--- src/rtl/dand_meas_ctrl_if.sv ---
// Interface: dand_meas_ctrl_if
// Purpose : Groups the host-side control/status signals and the dand chain
//           signals of the dand measurement sequencer into one bundle.
//           Signal suffixes (_i/_o) are from the sequencer's point of view.
// Signals :
//   start_i      1-cycle start pulse (host -> sequencer)
//   nsamp_log2_i log2 of launch count, latched at start
//   settle_i     settle time in cycles (0 treated as 1), latched at start
//   ffout_i      thermometer taps from the dand chain
//   out_i        dand chain end output
//   sel_o        chain launch drive
//   busy_o       measurement in progress
//   done_o       1-cycle completion pulse
//   sum_o        accumulated popcount
//   err_o        sticky error flag
// Modports: slave  = the sequencer (dand_meas_ctrl)
//           master = the host / chain side driving it
interface dand_meas_ctrl_if #(
    parameter int TAPS     = 7,
    parameter int SETTLE_W = 4
);
    localparam int CNT_W = $clog2(TAPS + 1);
    localparam int ACC_W = CNT_W + 7;

    logic                start_i;
    logic [2:0]          nsamp_log2_i;
    logic [SETTLE_W-1:0] settle_i;
    logic [TAPS-1:0]     ffout_i;
    logic                out_i;
    logic                sel_o;
    logic                busy_o;
    logic                done_o;
    logic [ACC_W-1:0]    sum_o;
    logic                err_o;

    modport slave (
        input  start_i, nsamp_log2_i, settle_i, ffout_i, out_i,
        output sel_o, busy_o, done_o, sum_o, err_o
    );

    modport master (
        output start_i, nsamp_log2_i, settle_i, ffout_i, out_i,
        input  sel_o, busy_o, done_o, sum_o, err_o
    );
endinterface

--- src/rtl/dand_meas_ctrl.sv ---
// Module : dand_meas_ctrl
// Purpose: Sequencer for the delay-and chain measurement. Launches a rising
//          edge into the chain (sel_o), waits the settle time, captures the
//          thermometer taps, popcounts them and accumulates over
//          2^nsamp_log2 launches, then reports the sum with a done pulse.
// Ports  : clk  - system clock
//          rst  - asynchronous active-high reset
//          bus  - dand_meas_ctrl_if.slave (start/config in, chain taps in,
//                 sel/busy/done/sum/err out)
// Config : define DAND_BUBBLE_CHECK_EN to flag non-thermometer captures
//          (a 0 below a 1 in ffout_i) as errors. Undefined by default.
module dand_meas_ctrl #(
    parameter int TAPS     = 7,
    parameter int SETTLE_W = 4
) (
    input logic            clk,
    input logic            rst,
    dand_meas_ctrl_if.slave bus
);
    localparam int CNT_W = $clog2(TAPS + 1);
    localparam int ACC_W = CNT_W + 7;

    localparam logic [2:0] S_IDLE    = 3'd0;
    localparam logic [2:0] S_LAUNCH  = 3'd1;
    localparam logic [2:0] S_SETTLE  = 3'd2;
    localparam logic [2:0] S_CAPTURE = 3'd3;
    localparam logic [2:0] S_CLEAR   = 3'd4;
    localparam logic [2:0] S_DONE    = 3'd5;

    logic [2:0]          state_q,  state_d;
    logic                sel_q,    sel_d;
    logic                busy_q,   busy_d;
    logic                done_q,   done_d;
    logic                err_q,    err_d;
    logic [ACC_W-1:0]    sum_q,    sum_d;
    logic [ACC_W-1:0]    acc_q,    acc_d;
    logic [6:0]          samp_q,   samp_d;
    logic [2:0]          nsamp_q,  nsamp_d;
    logic [SETTLE_W-1:0] settle_q, settle_d;
    logic [SETTLE_W-1:0] tmr_q,    tmr_d;

    logic [6:0]          lastSamp;
    logic                bubble;

    function automatic logic [CNT_W-1:0] popcount(input logic [TAPS-1:0] v);
        logic [CNT_W-1:0] c;
        c = '0;
        for (int i = 0; i < TAPS; i++) begin
            c = c + CNT_W'(v[i]);
        end
        return c;
    endfunction

    // Index of the final launch: 2^n - 1 without needing an 8-bit shift.
    assign lastSamp = ~(7'h7F << nsamp_q);

`ifdef DAND_BUBBLE_CHECK_EN
    // A 1 sitting directly above a 0 marks a bubble; bit 0 is the normal
    // thermometer start and is excluded.
    logic [TAPS-1:0] edgeBits;
    assign edgeBits = bus.ffout_i & ~(bus.ffout_i << 1);
    assign bubble   = |edgeBits[TAPS-1:1];
`else
    assign bubble   = 1'b0;
`endif

    always_comb begin
        state_d  = state_q;
        sel_d    = sel_q;
        busy_d   = busy_q;
        done_d   = 1'b0;
        err_d    = err_q;
        sum_d    = sum_q;
        acc_d    = acc_q;
        samp_d   = samp_q;
        nsamp_d  = nsamp_q;
        settle_d = settle_q;
        tmr_d    = tmr_q;
        case (state_q)
            S_IDLE: begin
                if (bus.start_i) begin
                    nsamp_d  = bus.nsamp_log2_i;
                    settle_d = (bus.settle_i == '0) ? SETTLE_W'(1) : bus.settle_i;
                    acc_d    = '0;
                    err_d    = 1'b0;
                    samp_d   = '0;
                    busy_d   = 1'b1;
                    state_d  = S_LAUNCH;
                end
            end
            S_LAUNCH: begin
                sel_d   = 1'b1;
                tmr_d   = settle_q;
                state_d = S_SETTLE;
            end
            // Counter is loaded with settle>=1; leaving on the 1->0 step
            // makes the capture edge land settle+1 edges after sel rises.
            S_SETTLE: begin
                tmr_d = tmr_q - SETTLE_W'(1);
                if (tmr_q == SETTLE_W'(1)) begin
                    state_d = S_CAPTURE;
                end
            end
            S_CAPTURE: begin
                acc_d = acc_q + ACC_W'(popcount(bus.ffout_i));
                if (!bus.out_i || bubble) begin
                    err_d = 1'b1;
                end
                sel_d   = 1'b0;
                tmr_d   = settle_q;
                state_d = S_CLEAR;
            end
            S_CLEAR: begin
                tmr_d = tmr_q - SETTLE_W'(1);
                if (tmr_q == SETTLE_W'(1)) begin
                    if (bus.ffout_i != '0) begin
                        err_d = 1'b1;
                    end
                    if (samp_q == lastSamp) begin
                        sum_d   = acc_q;
                        done_d  = 1'b1;
                        state_d = S_DONE;
                    end else begin
                        samp_d  = samp_q + 7'd1;
                        state_d = S_LAUNCH;
                    end
                end
            end
            S_DONE: begin
                busy_d  = 1'b0;
                state_d = S_IDLE;
            end
            default: begin
                state_d = S_IDLE;
            end
        endcase
    end

    always_ff @(posedge clk or posedge rst) begin
        if (rst) begin
            state_q  <= S_IDLE;
            sel_q    <= 1'b0;
            busy_q   <= 1'b0;
            done_q   <= 1'b0;
            err_q    <= 1'b0;
            sum_q    <= '0;
            acc_q    <= '0;
            samp_q   <= '0;
            nsamp_q  <= '0;
            settle_q <= '0;
            tmr_q    <= '0;
        end else begin
            state_q  <= state_d;
            sel_q    <= sel_d;
            busy_q   <= busy_d;
            done_q   <= done_d;
            err_q    <= err_d;
            sum_q    <= sum_d;
            acc_q    <= acc_d;
            samp_q   <= samp_d;
            nsamp_q  <= nsamp_d;
            settle_q <= settle_d;
            tmr_q    <= tmr_d;
        end
    end

    assign bus.sel_o  = sel_q;
    assign bus.busy_o = busy_q;
    assign bus.done_o = done_q;
    assign bus.sum_o  = sum_q;
    assign bus.err_o  = err_q;
endmodule

--- src/flat_wrapper.sv ---
// flat-port wrapper written by rule: the top's interface ports become plain ports
module dand_meas_ctrl_flat 
#(
    parameter int TAPS     = 7,
    parameter int SETTLE_W = 4
)
  (clk, rst, bus_start_i, bus_nsamp_log2_i, bus_settle_i, bus_ffout_i, bus_out_i, bus_sel_o, bus_busy_o, bus_done_o, bus_sum_o, bus_err_o);
  dand_meas_ctrl_if #(.TAPS(TAPS), .SETTLE_W(SETTLE_W)) bus_i ();
  input logic clk;
  input logic rst;
  input wire logic [$bits(bus_i.start_i)-1:0] bus_start_i;
  input wire logic [$bits(bus_i.nsamp_log2_i)-1:0] bus_nsamp_log2_i;
  input wire logic [$bits(bus_i.settle_i)-1:0] bus_settle_i;
  input wire logic [$bits(bus_i.ffout_i)-1:0] bus_ffout_i;
  input wire logic [$bits(bus_i.out_i)-1:0] bus_out_i;
  output wire logic [$bits(bus_i.sel_o)-1:0] bus_sel_o;
  output wire logic [$bits(bus_i.busy_o)-1:0] bus_busy_o;
  output wire logic [$bits(bus_i.done_o)-1:0] bus_done_o;
  output wire logic [$bits(bus_i.sum_o)-1:0] bus_sum_o;
  output wire logic [$bits(bus_i.err_o)-1:0] bus_err_o;
  assign bus_i.start_i = bus_start_i;
  assign bus_i.nsamp_log2_i = bus_nsamp_log2_i;
  assign bus_i.settle_i = bus_settle_i;
  assign bus_i.ffout_i = bus_ffout_i;
  assign bus_i.out_i = bus_out_i;
  assign bus_sel_o = bus_i.sel_o;
  assign bus_busy_o = bus_i.busy_o;
  assign bus_done_o = bus_i.done_o;
  assign bus_sum_o = bus_i.sum_o;
  assign bus_err_o = bus_i.err_o;
  dand_meas_ctrl #(.TAPS(TAPS), .SETTLE_W(SETTLE_W)) u_core (.clk(clk), .rst(rst), .bus(bus_i));
endmodule
--- config.mk ---
export PLATFORM = sky130hd
export DESIGN_NAME = dand_meas_ctrl_flat
export DESIGN_NICKNAME = d
export VERILOG_FILES = /design/src/rtl/dand_meas_ctrl_if.sv /design/src/rtl/dand_meas_ctrl.sv /design/src/flat_wrapper.sv
export SDC_FILE = /design/constraint.sdc
export NUM_CORES = 1
export LEC_CHECK = 0
export CAP_MARGIN = 10
export CORE_MARGIN = 4
export CORE_UTILIZATION = 43
export CTS_CLUSTER_SIZE = 40
export DETAILED_ROUTE_END_ITERATION = 8
export PLACE_DENSITY = 0.71
export SLEW_MARGIN = 25
export SYNTH_ARGS = -nofsm -noshare
export SYNTH_HDL_FRONTEND = slang
export SYNTH_SLANG_ARGS = --single-unit
--- constraint.sdc ---
create_clock -name clk -period 2.6 [get_ports clk]
set_clock_uncertainty 0.15 [all_clocks]
set_input_delay 0.39 -clock clk [delete_from_list [all_inputs] [get_ports clk]]
set_output_delay 0.39 -clock clk [all_outputs]
set_load 0.01 [all_outputs]
==> Yosys cells after proc, flatten, opt, wreduce, memory -nomap -nowiden <==
Index checks and enable logic that the tools add are counted.
{ "op_classes": {"add_sub_neg": 9, "eq_ne": 13, "n_shift": 1, "muxes": 24, "n_bitwise": 1, "n_reduce_logical": 18} }
{ "ops": {"columns": ["cell", "count"], "rows": [
  ["7-bit 2-to-1 mux", 3],
  ["10-bit one-hot mux with 2 select lines", 1],
  ["3-bit by 1-bit adder with 3-bit output", 5],
  ["3-bit one-hot mux with 5 select lines", 1],
  ["7-bit one-hot mux with 2 select lines", 1],
  ["3-bit 2-to-1 mux", 4],
  ["10-bit by 3-bit adder with 10-bit output", 1],
  ["10-bit 2-to-1 mux", 1],
  ["2-bit nonzero test", 5],
  ["1-bit 2-to-1 mux", 8],
  ["4-bit one-hot mux with 2 select lines", 1],
  ["7-bit by 1-bit adder with 7-bit output, second input constant", 1],
  ["7-bit equality test", 1],
  ["7-bit inverter", 1],
  ["7-bit nonzero test", 1],
  ["7-bit by 3-bit << shifter with 7-bit output, first input constant", 1],
  ["3-bit by 2-bit equality test with 1-bit output, second input constant", 2],
  ["3-bit equality test, second input constant", 2],
  ["2-bit by 1-bit != test with 1-bit output, second input constant", 3],
  ["2-bit != test, second input constant", 3],
  ["2-bit AND reduction", 3],
  ["3-bit AND reduction", 2],
  ["5-bit AND reduction", 1],
  ["4-bit by 1-bit equality test with 1-bit output, second input constant", 1],
  ["11 further kinds", 13]
]} }
{ "totals": {"register_bits": 45, "out_inout_bits": 14} }

==> Longest topological paths before layout <==
Gate-level depths: netlist of run 1.
{ "logic_depth": {"word_depth": 8, "depth_mapped": 15, "depth_no_buf": 15} }

==> Least setup slack after synthesis of run 1 <==
Ideal clock, no wire load.
{ "synth_path": {"kind": "input to register", "from": "input port bus_ffout_i[0]", "to": "register u_core.acc_q[9]", "arrival_time_ps": 3428, "setup_slack_ps": -1101, "path_stages": 14, "n_path_buf": 0, "path_cell_list": "inv_1 > ha_1 > inv_1 > fa_1 > fa_1 > inv_1 > ha_1 > fa_1 > xor2_1 > ha_1 > a21oi_1 > nor4_1 > nand3_1 > mux2i_1"} }
{ "synth_via": {"elab_chain_len": 8} }
{ "synth_rtl": {"columns": ["element", "line", "text"], "rows": [
  ["from (decl)", "flat_wrapper.sv:14", "input wire logic [$bits(bus_i.ffout_i)-1:0] bus_ffout_i;"],
  ["1-bit by 1-bit adder with 2-bit output", "dand_meas_ctrl.sv:49", "c = c + CNT_W'(v[i]);"],
  ["3-bit by 1-bit adder with 3-bit output (5 in a row)", "dand_meas_ctrl.sv:49", null],
  ["10-bit by 3-bit adder with 10-bit output", "dand_meas_ctrl.sv:105", "acc_d = acc_q + ACC_W'(popcount(bus.ffout_i));"],
  ["10-bit one-hot mux with 2 select lines", "dand_meas_ctrl.sv:79", "case (state_q)"],
  ["to (signal assigned)", "dand_meas_ctrl.sv:147", "acc_q <= '0;"],
  ["to (signal assigned)", "dand_meas_ctrl.sv:159", "acc_q <= acc_d;"],
  ["to (decl)", "dand_meas_ctrl.sv:36", "logic [ACC_W-1:0] acc_q, acc_d;"]
]} }
Every way passes these cells.
A chain may end at the register's enable or synchronous reset.

==> Final worst setup path of run 1 <==
{ "layout_path": {"from": "input port bus_ffout_i[1]", "to": "register u_core.acc_q[8]"} }
Same word-level chain as after synthesis.

==> results of run 1 <==
## worst paths after layout
kind / start / end / depth (start not counted)
max in group asynchronous: rst / u_core.nsamp_q[2] / 3
worst min register to register: u_core.acc_q[9] / u_core.acc_q[9] / 1
worst max-delay path: bus_ffout_i[1] / u_core.acc_q[8] / 16
worst max register to register: u_core.tmr_q[1] / u_core.bus.sum_o[5] / 7
min in group asynchronous: rst / u_core.bus.sum_o[8] / 3
worst min-delay path: u_core.acc_q[9] / u_core.acc_q[9] / 1
## what timing repair did
| item | CTS | global route |
|---|---|---|
| setup buffers | 2 | 3 |
| hold buffers | 0 | 0 |
| setup endpoints to repair | 10 | 10 |
| gates resized for setup | 22 | 1 |
| pin swaps | 11 | 8 |
## cell usage in the layout, fill, tap and decap left out, drive strengths merged, types with 13 or more instances in the layout
cell / count
nor2: 13
dfrtp: 45
buf: 22
nand2: 22
inv: 24
o21ai: 23
mux2: 16
clkdlybuf4s50: 27
a21oi: 13
## layout make-up
type | instances | share of cell area [%]
Multi-Input combinational cell | 198 | 45.4
Sequential cell | 45 | 32.8
Timing Repair Buffer | 51 | 13.6
Inverter | 24 | 3.21
Tap cell | 77 | 2.81
Clock buffer | 5 | 2.01
Clock inverter | 1 | 0.146
## per-stage QoR
stage                     setup TNS, ns  area (sq um)  util (%)  power [uW]
after floorplan                   -7.16          2850         -        1870
after global placement           -14.06          3290      51.8        2160
after detailed placement         -14.95          3290      51.8        2190
after CTS                         -7.52          3410      53.7        2630
after global routing              -7.98          3430      54.0        2850
final                             -6.98          3430      54.0        2620
## worst reg2reg max path, stage by stage (launching register included)
cell and delay, ns:
dfrtp_1 0.41, inv_1 0.10, ha_1 0.16, or3b_2 0.54, nor2_1 0.31, nand3_4 0.21, inv_8 0.14, mux2_4 0.30
## cells by family after synthesis
family,count (synthesis)
fa+ha+maj,14
compound gates,75
mux,19
simple gates,83
buf+inv,37
flops,45
xor+xnor,7
## state kept, by name (all words and copies together), names as in the netlist
signal	count
u_core.bus.sum_o	10
u_core.samp_q	7
u_core.bus.busy_o	1
u_core.nsamp_q	3
u_core.settle_q	4
u_core.bus.sel_o	1
u_core.state_q	3
u_core.bus.err_o	1
u_core.bus.done_o	1
u_core.acc_q	10
u_core.tmr_q	4
## layer usage
metal	GRT usage [%]	routed length [um]	vias up	share of wire, %
met5	0	0	-	0
met4	4.26	44	0	0.77
li1	-	-	1103	-
met1	21.2	2690	1086	47
met2	25.6	2750	45	48
met3	3.26	235	5	4.1
## report_power, final
group	internal, uW	switching [uW]
combinational	559	635
clock	177	223
sequential	848	174
total	1580	1030
## synthesized netlist by cell type (4+ instances only)
cell type,count
nand2_1,22
mux2_2,5
nand3_1,9
ha_1,10
o21ai_1,9
o211ai_1,6
o21ai_0,13
nand4_1,6
xor2_1,5
a211oi_1,5
buf_2,4
fa_1,4
dfrtp_1,45
mux2_4,10
nor2_1,13
a21oi_1,13
and2_1,4
inv_1,21
==> reports/results.ini, run 1 <==
[outcome]
status=finished, violations left
violations=negative setup slack

[synth]
synthArstFlopShare_pct=100
syn_area_per_cell_sq_um=10.0
ys_ff_latch=45
yosysTopAreaCell=dfrtp_1
synth_area_sq_um=2810
yosysSeqAreaShare_pct=40.1
synthSimpleGateAreaFrac_pct=16.5
yosysWarnings=0
synth_top_cell_area_share_pct=40.1
synth_mux_area_share_pct=8.82
synth-compound-area-share_pct=18.9
synth_cell_types=67
ys.flop_type=dfrtp_1
synth_edf_count=0
synth_fp_nets=312
synth_top_family_by_area=compound AO/OA/AOI/OAI gates
synth_xor_area_share_pct=2.18
synth_area_leaders=dfrtp_1, mux2_4, ha_1
synthCells=280
synth_adder_area_share_pct=7.31

[drt]
drc_errors=0
ant_nets=0
drtIter0Drc=62
vias_per_cell=5.58
wl_um=5720
wl_per_cell_um=14.3
num_vias=2239
dr.pass1.iters=6

[critical_path]
rrSetupSlack_ns=0.17
cp_top_family=adder cells
crit_chain=buf_8, inv_8, ha_4, inv_2, fa_1, fa_1, inv_1, ha_2, fa_2, inv_2, fa_2, nor2b_1, o21a_2, nand4_1, xor2_1, o21ai_1
slowest_stage=fa_2
path_class=in -> reg
arrival_ns=3.58
max_stage_delay_ns=0.54
path_buf_inv=5
worstPathMaxFanout=5
cp-start-kind=input port
crit_path_end_kind=flop
critPathRequiredTime_ns=2.68

[global_route]
antenna_found_initial=0
grt_first_pass_wirelength_um=9830
grt_pass1_vias=2124
grtUsageTotal_pct=15.7
grt_max_degree=46
grt-ovfl-total=0

[clocking]
clkLatencyLatePin_ns=0.29
htreeDepth=2
path_clk_slew_ns=0.08
cts_tree=yes
cts_buffers=5
cts_sinks=45
clockBufferDepth=2
cts_root_buf=clkbuf_8

[final_layout]
fin_cells=401
drive_above_1_share_pct=22.8
fin_nets=357
antenna_cells=0
fill_cells=562
ff_latch_area_sq_um=1130
multi_input_comb_area_sq_um=1560
area_growth_pct=22.2

[placed_design]
place_congestion=0.896
io_buffers=31
placedCellCount=390
dp_hpwl_um=4180
dp_slack_ns=-1.79

[timing]
tightestPinTransition_ns=0.570
grt_setup_unrepaired=true
fin_ws_ns=-0.906
fin_hold_ws_ns=0.330
hold_viol=0
slew_headroom_pct=62.0
period_share_pct=135
fmax_mhz=285
setup_viol=9
drv_slew=0
min_period_ns=3.51

[worst_hold_path]
hold_path.class=reg -> reg

[floorplanning]
std_cell_rows=29
core_area_sq_um=6350
io_pins=32
fp.dieH_um=88.8
dieArea_sq_um=7890
die-width_um=88.8
start_util_pct=44.2

[job]
maxCapViolCount=0

[power]
pwr_density_cell_nw_per_um2=763
vdd_drop_max_v=0.000646
p_leak_uw=0.00147

Power figures use the tool's default switching activity.
==> inputs of run 2 (changes only) <==
--- a/config.mk
+++ b/config.mk
@@ -10,6 +10,7 @@
 export CORE_UTILIZATION = 43
 export CTS_CLUSTER_SIZE = 40
 export DETAILED_ROUTE_END_ITERATION = 8
+export MAX_ROUTING_LAYER = met4
 export PLACE_DENSITY = 0.71
 export SLEW_MARGIN = 25
 export SYNTH_ARGS = -nofsm -noshare
==> reports/results.ini, run 2 (synthesized netlist as in run 1, its figures left out) <==
[global_route]
antenna_found_initial=0  ; unchanged
use_met1_pct=20.3  ; was 21.2%
met2_usage_pct=23.9  ; was 25.6%
grt_first_pass_wirelength_um=9380  ; was 9830 um
grt-ovfl-total=0  ; unchanged
top_usage_layer=met2  ; unchanged
grtUsageTotal_pct=15.5  ; was 15.7%
grt_use_met3_pct=3.35  ; was 3.26%
grt_max_degree=46  ; unchanged
grt_pass1_vias=2055  ; was 2124

[placed_design]
place_congestion=0.969  ; was 0.896
io_buffers=31  ; unchanged
dp_hpwl_um=4070  ; was 4180 um
dp_slack_ns=-1.74  ; was -1.79 ns

[power]
power_uw=2670  ; was 2620 uW
p_leak_uw=0.00145  ; was 0.00147 uW
vdd_drop_max_v=0.000600  ; was 0.000646 V
pwr_density_cell_nw_per_um2=774  ; was 763 nW/um^2

[critical_path]
arrival_ns=3.54  ; was 3.58 ns
rrSetupSlack_ns=0.18  ; was 0.17 ns
rr_startpoint=u_core.tmr_q[1]  ; unchanged
critPathRequiredTime_ns=2.68  ; about the same
worstPathMaxFanout=3  ; was 5
startpoint=bus_ffout_i[0]  ; was bus_ffout_i[1]
cp-start-kind=input port  ; unchanged
path_class=in -> reg  ; unchanged
crit_path_end_kind=flop  ; unchanged

[clocking]
cts_buffers=5  ; unchanged
clockBufferDepth=2  ; unchanged
ctsHoldBuffers=0  ; unchanged
path_clk_slew_ns=0.09  ; was 0.08 ns
htreeDepth=2  ; unchanged
cts_sinks=45  ; unchanged
cts_tree=yes  ; unchanged
cts_root_buf=clkbuf_8  ; unchanged
clkLatencyLatePin_ns=0.30  ; was 0.29 ns

[drt]
ant_nets=0  ; unchanged
vias_per_cell=5.62  ; was 5.58
drtIter0Drc=59  ; was 62
wl_um=5730  ; was 5720 um
dr.pass1.iters=4  ; was 6
num_vias=2261  ; was 2239
wl_per_cell_um=14.3  ; about the same
drc_errors=0  ; unchanged

[final_layout]
final_common_cell=dfrtp_1  ; unchanged
area_growth_pct=22.7  ; was 22.2%
antenna_cells=0  ; unchanged
mostFrequentLayoutCells=dfrtp_1, clkdlybuf4s50_1, nand2_1  ; unchanged
drive_above_1_share_pct=23.4  ; was 22.8%
fin_nets=356  ; was 357

[timing]
tightestPinTransition_ns=0.562  ; was 0.570 ns
hold_viol=0  ; unchanged
period_share_pct=133  ; was 135%
slew_headroom_pct=62.5  ; was 62.0%
setup_viol=9  ; unchanged
tns_ns=-6.66  ; was -6.98 ns
fmax_mhz=289  ; was 285 MHz
drv_slew=0  ; unchanged
min_period_ns=3.46  ; was 3.51 ns
grt_setup_unrepaired=true  ; unchanged
fin_ws_ns=-0.857  ; was -0.906 ns

[worst_hold_path]
worstHoldStart=u_core.acc_q[9]  ; unchanged
hold_path.class=reg -> reg  ; unchanged

[floorplanning]
fp.dieH_um=88.8  ; unchanged
core_area_sq_um=6350  ; unchanged
die-width_um=88.8  ; unchanged
start_util_pct=44.2  ; unchanged
io_pins=32  ; unchanged
std_cell_rows=29  ; unchanged
dieArea_sq_um=7890  ; unchanged

[job]
maxCapViolCount=0  ; unchanged

[outcome]
status=finished, violations left  ; unchanged
violations=negative setup slack  ; unchanged

-- run 2: report_power, final --
group	total [uW]	switching [uW]	internal (uW)
clock network	445	254	191
registers	1020	171	847
logic	1200	644	559
-- run 2: per-layer routing --
| layer | wire length [um] | part of all wire [%] |
|---|---|---|
| met1 | 2730 | 48 |
| met3 | 244 | 4.3 |
| met2 | 2680 | 47 |
| met5 | 0 | 0 |
| met4 | 76 | 1.3 |
-- run 2: final cells by class --
| class | count | area, sq um |
|---|---|---|
| flip-flops and latches | 45 | 1130 |
| multi-input cells | 198 | 1560 |
| clock inverters | 3 | 21.3 |
| inverters | 24 | 110 |
| well taps | 77 | 96.3 |
| repair buffers | 50 | 464 |
| fillers | 548 | 2910 |
| clock buffers | 5 | 68.8 |
-- run 2: repair_timing --
action | CTS | global route
setup buffers | 2 | 2
pin swaps | 11 | 11
setup endpoints to repair | 10 | 9
gates resized for setup | 20 | 4
endpoints found under the hold margin | 0 | 0
-- run 2: path summary, 6_finish.rpt --
| path | endpoint | cells past startpoint |
|---|---|---|
| worst max-delay path | u_core.acc_q[7] | 16 |
| worst min-delay path | u_core.acc_q[9] | 1 |
| worst max register to register | u_core.bus.sum_o[5] | 7 |
| worst min register to register | u_core.acc_q[9] | 1 |
| max in group asynchronous | u_core.settle_q[1] | 3 |
| min in group asynchronous | u_core.bus.sum_o[3] | 3 |
-- run 2: critical path, stage by stage --
cell and delay [ns]:
buf_8 0.08, inv_6 0.03, ha_4 0.25, inv_2 0.03, fa_1 0.46, fa_1 0.49, inv_1 0.04, ha_2 0.16
fa_1 0.47, buf_4 0.16, ha_4 0.25, a21o_1 0.11, a21oi_2 0.08, nor4_2 0.21, buf_4 0.17, mux2i_1 0.16
-- run 2: metrics by stage --
step	cells	util, %	instance area [sq um]	hold WS [ns]
after detailed placement	391	51.9	3300	0.325
after floorplan	280	-	2850	0.295
final	402	54.2	3440	0.331
after CTS	401	54.0	3430	0.337
after global routing	402	54.2	3440	0.381
after global placement	391	51.9	3300	0.315
==> inputs of run 3 (changes only) <==
--- a/config.mk
+++ b/config.mk
@@ -5,14 +5,15 @@
 export SDC_FILE = /design/constraint.sdc
 export NUM_CORES = 1
 export LEC_CHECK = 0
-export CAP_MARGIN = 10
+export CAP_MARGIN = 15
 export CORE_MARGIN = 4
 export CORE_UTILIZATION = 43
 export CTS_CLUSTER_SIZE = 40
 export DETAILED_ROUTE_END_ITERATION = 8
+export DONT_BUFFER_PORTS = 1
 export MAX_ROUTING_LAYER = met4
-export PLACE_DENSITY = 0.71
-export SLEW_MARGIN = 25
+export PLACE_DENSITY = 0.65
+export SLEW_MARGIN = 20
 export SYNTH_ARGS = -nofsm -noshare
 export SYNTH_HDL_FRONTEND = slang
 export SYNTH_SLANG_ARGS = --single-unit
==> reports/results.ini, run 3 (synthesized netlist as in run 1, its figures left out) <==
[power]
pwr_density_cell_nw_per_um2=890  ; was 774 nW/um^2
p_sw_uw=1080  ; was 1070 uW
seqPwrFrac_pct=37.2  ; was 38.2%
p_leak_uw=0.00136  ; was 0.00145 uW
switching_share_pct=38.2  ; was 40.1%
power_uw=2820  ; was 2670 uW
pwr-share-comb_pct=40.2  ; was 45.1%
intPower_uw=1750  ; was 1600 uW
vdd_drop_max_v=0.000518  ; was 0.000600 V
clock_power_share_pct=22.6  ; was 16.7%

[drt]
drtIter0Drc=90  ; was 59
vias_per_cell=5.85  ; was 5.62
drc_errors=0  ; unchanged
wl_um=5920  ; was 5730 um
dr.pass1.iters=5  ; was 4
num_vias=2160  ; was 2261
wl_per_cell_um=16.0  ; was 14.3 um
ant_nets=0  ; unchanged

[final_layout]
utilization_pct=50.0  ; was 54.2%
fin_nets=323  ; was 356
antenna_cells=0  ; unchanged
final_common_cell=dfrtp_1  ; unchanged
mostFrequentLayoutCells=dfrtp_1, nand2_1, buf_4  ; was dfrtp_1, clkdlybuf4s50_1, nand2_1
area_growth_pct=13.0  ; was 22.7%
drive_above_1_share_pct=24.7  ; was 23.4%

[critical_path]
path_class=in -> reg  ; unchanged
arrival_ns=3.44  ; was 3.54 ns
cp_top_family=adder cells  ; unchanged
crit_chain=inv_8, ha_4, inv_2, fa_1, fa_1, inv_1, ha_2, fa_1, xor2_1, ha_1, nor2b_1, o21a_2, buf_4, buf_4, nand3_2, o21ai_1  ; was buf_8, inv_6, ha_4, inv_2, fa_1, fa_1, inv_1, ha_2, fa_1, buf_4, ha_4, a21o_1, a21oi_2, nor4_2, buf_4, mux2i_1
slowest_stage=fa_1  ; unchanged
max_stage_delay_ns=0.50  ; was 0.49 ns
rrSetupSlack_ns=0.21  ; was 0.18 ns
cpMostUsedCell=fa_1  ; unchanged
worstPathMaxFanout=4  ; was 3
cp-start-kind=input port  ; unchanged
critPathRequiredTime_ns=2.64  ; was 2.68 ns
path_buf_inv=5  ; was 6
crit_path_end_kind=flop  ; unchanged

[floorplanning]
std_cell_rows=29  ; unchanged
core_area_sq_um=6350  ; unchanged
start_util_pct=44.2  ; unchanged
dieArea_sq_um=7890  ; unchanged
io_pins=32  ; unchanged
die-width_um=88.8  ; unchanged
fp.dieH_um=88.8  ; unchanged

[timing]
fin_ws_ns=-0.807  ; was -0.857 ns
fmax_mhz=294  ; was 289 MHz
slew_headroom_pct=46.9  ; was 62.5%
tightestPinTransition_ns=0.796  ; was 0.562 ns
setup_viol=9  ; unchanged
fin_hold_ws_ns=-0.0682  ; was 0.331 ns
hold_viol=45  ; was 0
drv_slew=0  ; unchanged
period_share_pct=131  ; was 133%
min_period_ns=3.41  ; was 3.46 ns
grt_setup_unrepaired=true  ; unchanged

[placed_design]
place_congestion=0.892  ; was 0.969
io_buffers=0  ; was 31
dp_hpwl_um=4180  ; was 4070 um

[global_route]
grt-ovfl-total=0  ; unchanged
grt_first_pass_wirelength_um=10100  ; was 9380 um
grt_max_degree=46  ; unchanged
grtUsageTotal_pct=16.6  ; was 15.5%
grt_pass1_vias=2168  ; was 2055
antenna_found_initial=0  ; unchanged

[clocking]
cts_sinks=45  ; unchanged
clkLatencyLatePin_ns=0.30  ; about the same
htreeDepth=2  ; unchanged
ctsHoldBuffers=0  ; unchanged
cts_tree=yes  ; unchanged
clockBufferDepth=2  ; unchanged
cts_buffers=5  ; unchanged
cts_root_buf=clkbuf_8  ; unchanged
path_clk_slew_ns=0.09  ; about the same

[outcome]
violations=negative hold slack, negative setup slack  ; was negative setup slack
status=finished, violations left  ; unchanged

[worst_hold_path]
hold_path.class=in -> async  ; was reg -> reg

[job]
maxCapViolCount=0  ; unchanged

[run 3: changes by cell type in the layout (fill, tap and decap cells not counted), moves of 2 or more]
cell | previous run | this run
clkdlybuf4s50_1 | 27 | 0
inv_2 | 7 | 4
buf_8 | 2 | 0
bufinv_16 | 0 | 2
dlygate4sd2_1 | 2 | 0
inv_1 | 14 | 16
[run 3: per-stage QoR]
| step | setup TNS, ns | area, sq um | cells | setup WS, ns | hold WS (ns) |
|---|---|---|---|---|---|
| after floorplan | -7.16 | 2850 | 280 | -0.990 | 0.295 |
| after global placement | -7.88 | 2970 | 358 | -1.07 | 0.320 |
| after detailed placement | -8.75 | 2970 | 358 | -1.17 | 0.336 |
| after CTS | -5.89 | 3140 | 367 | -0.810 | 0.0507 |
| after global routing | -7.03 | 3170 | 369 | -0.921 | 0.00410 |
| final | -5.99 | 3170 | 369 | -0.807 | -0.0682 |
[run 3: path summary, 6_finish.rpt]
kind,from,end,cells past startpoint
hold / removal,rst,u_core.bus.sum_o[7],1
max in group asynchronous,rst,u_core.samp_q[4],1
setup / recovery,bus_ffout_i[1],u_core.acc_q[4],16
hold reg to reg,u_core.acc_q[9],u_core.acc_q[9],1
min in group clk,bus_nsamp_log2_i[2],u_core.nsamp_q[2],1
setup reg to reg,u_core.tmr_q[1],u_core.bus.sum_o[5],7
[run 3: power by group through the flow]
stage | Combinational, uW | Sequential [uW] | Clock (uW)
2_1_floorplan | 908 | 967 | 0
3_3_place_gp | 1050 | 1050 | 0
3_5_place_dp | 1080 | 1060 | 0
4_1_cts | 1110 | 1050 | 660
5_1_grt | 1280 | 1070 | 687
6_report | 1140 | 1050 | 637
[run 3: final cells by class]
cell class,count,area (sq um)
fill,567,3180
multi-input combinational,198,1580
sequential,45,1130
timing repair buffer,17,128
inverter,24,111
tap,77,96.3
clock buffer,5,68.8
clock inverter,3,65.1
[run 3: worst reg2reg max path, cell delays in order (launching register included)]
cell and delay [ns]:
dfrtp_1 0.41, inv_1 0.11, ha_1 0.16, or3b_2 0.53
nor2_1 0.29, nand3_4 0.20, inv_8 0.14, mux2_4 0.30
[run 3: layer usage]
layer / track usage (%) / vias up / part of all wire (%)
met2: 26.9 / 58 / 49
met3: 4.19 / 7 / 5.1
met4: 4.95 / 0 / 1.1
li1: - / 1034 / -
met1: 20.3 / 1061 / 45
met5: - / - / 0
[run 3: what timing repair did]
item,CTS,global route
resized for setup,3,5
cloned,0,0
endpoints found under the setup margin,9,9
pin swaps,8,5
setup buffers,1,2
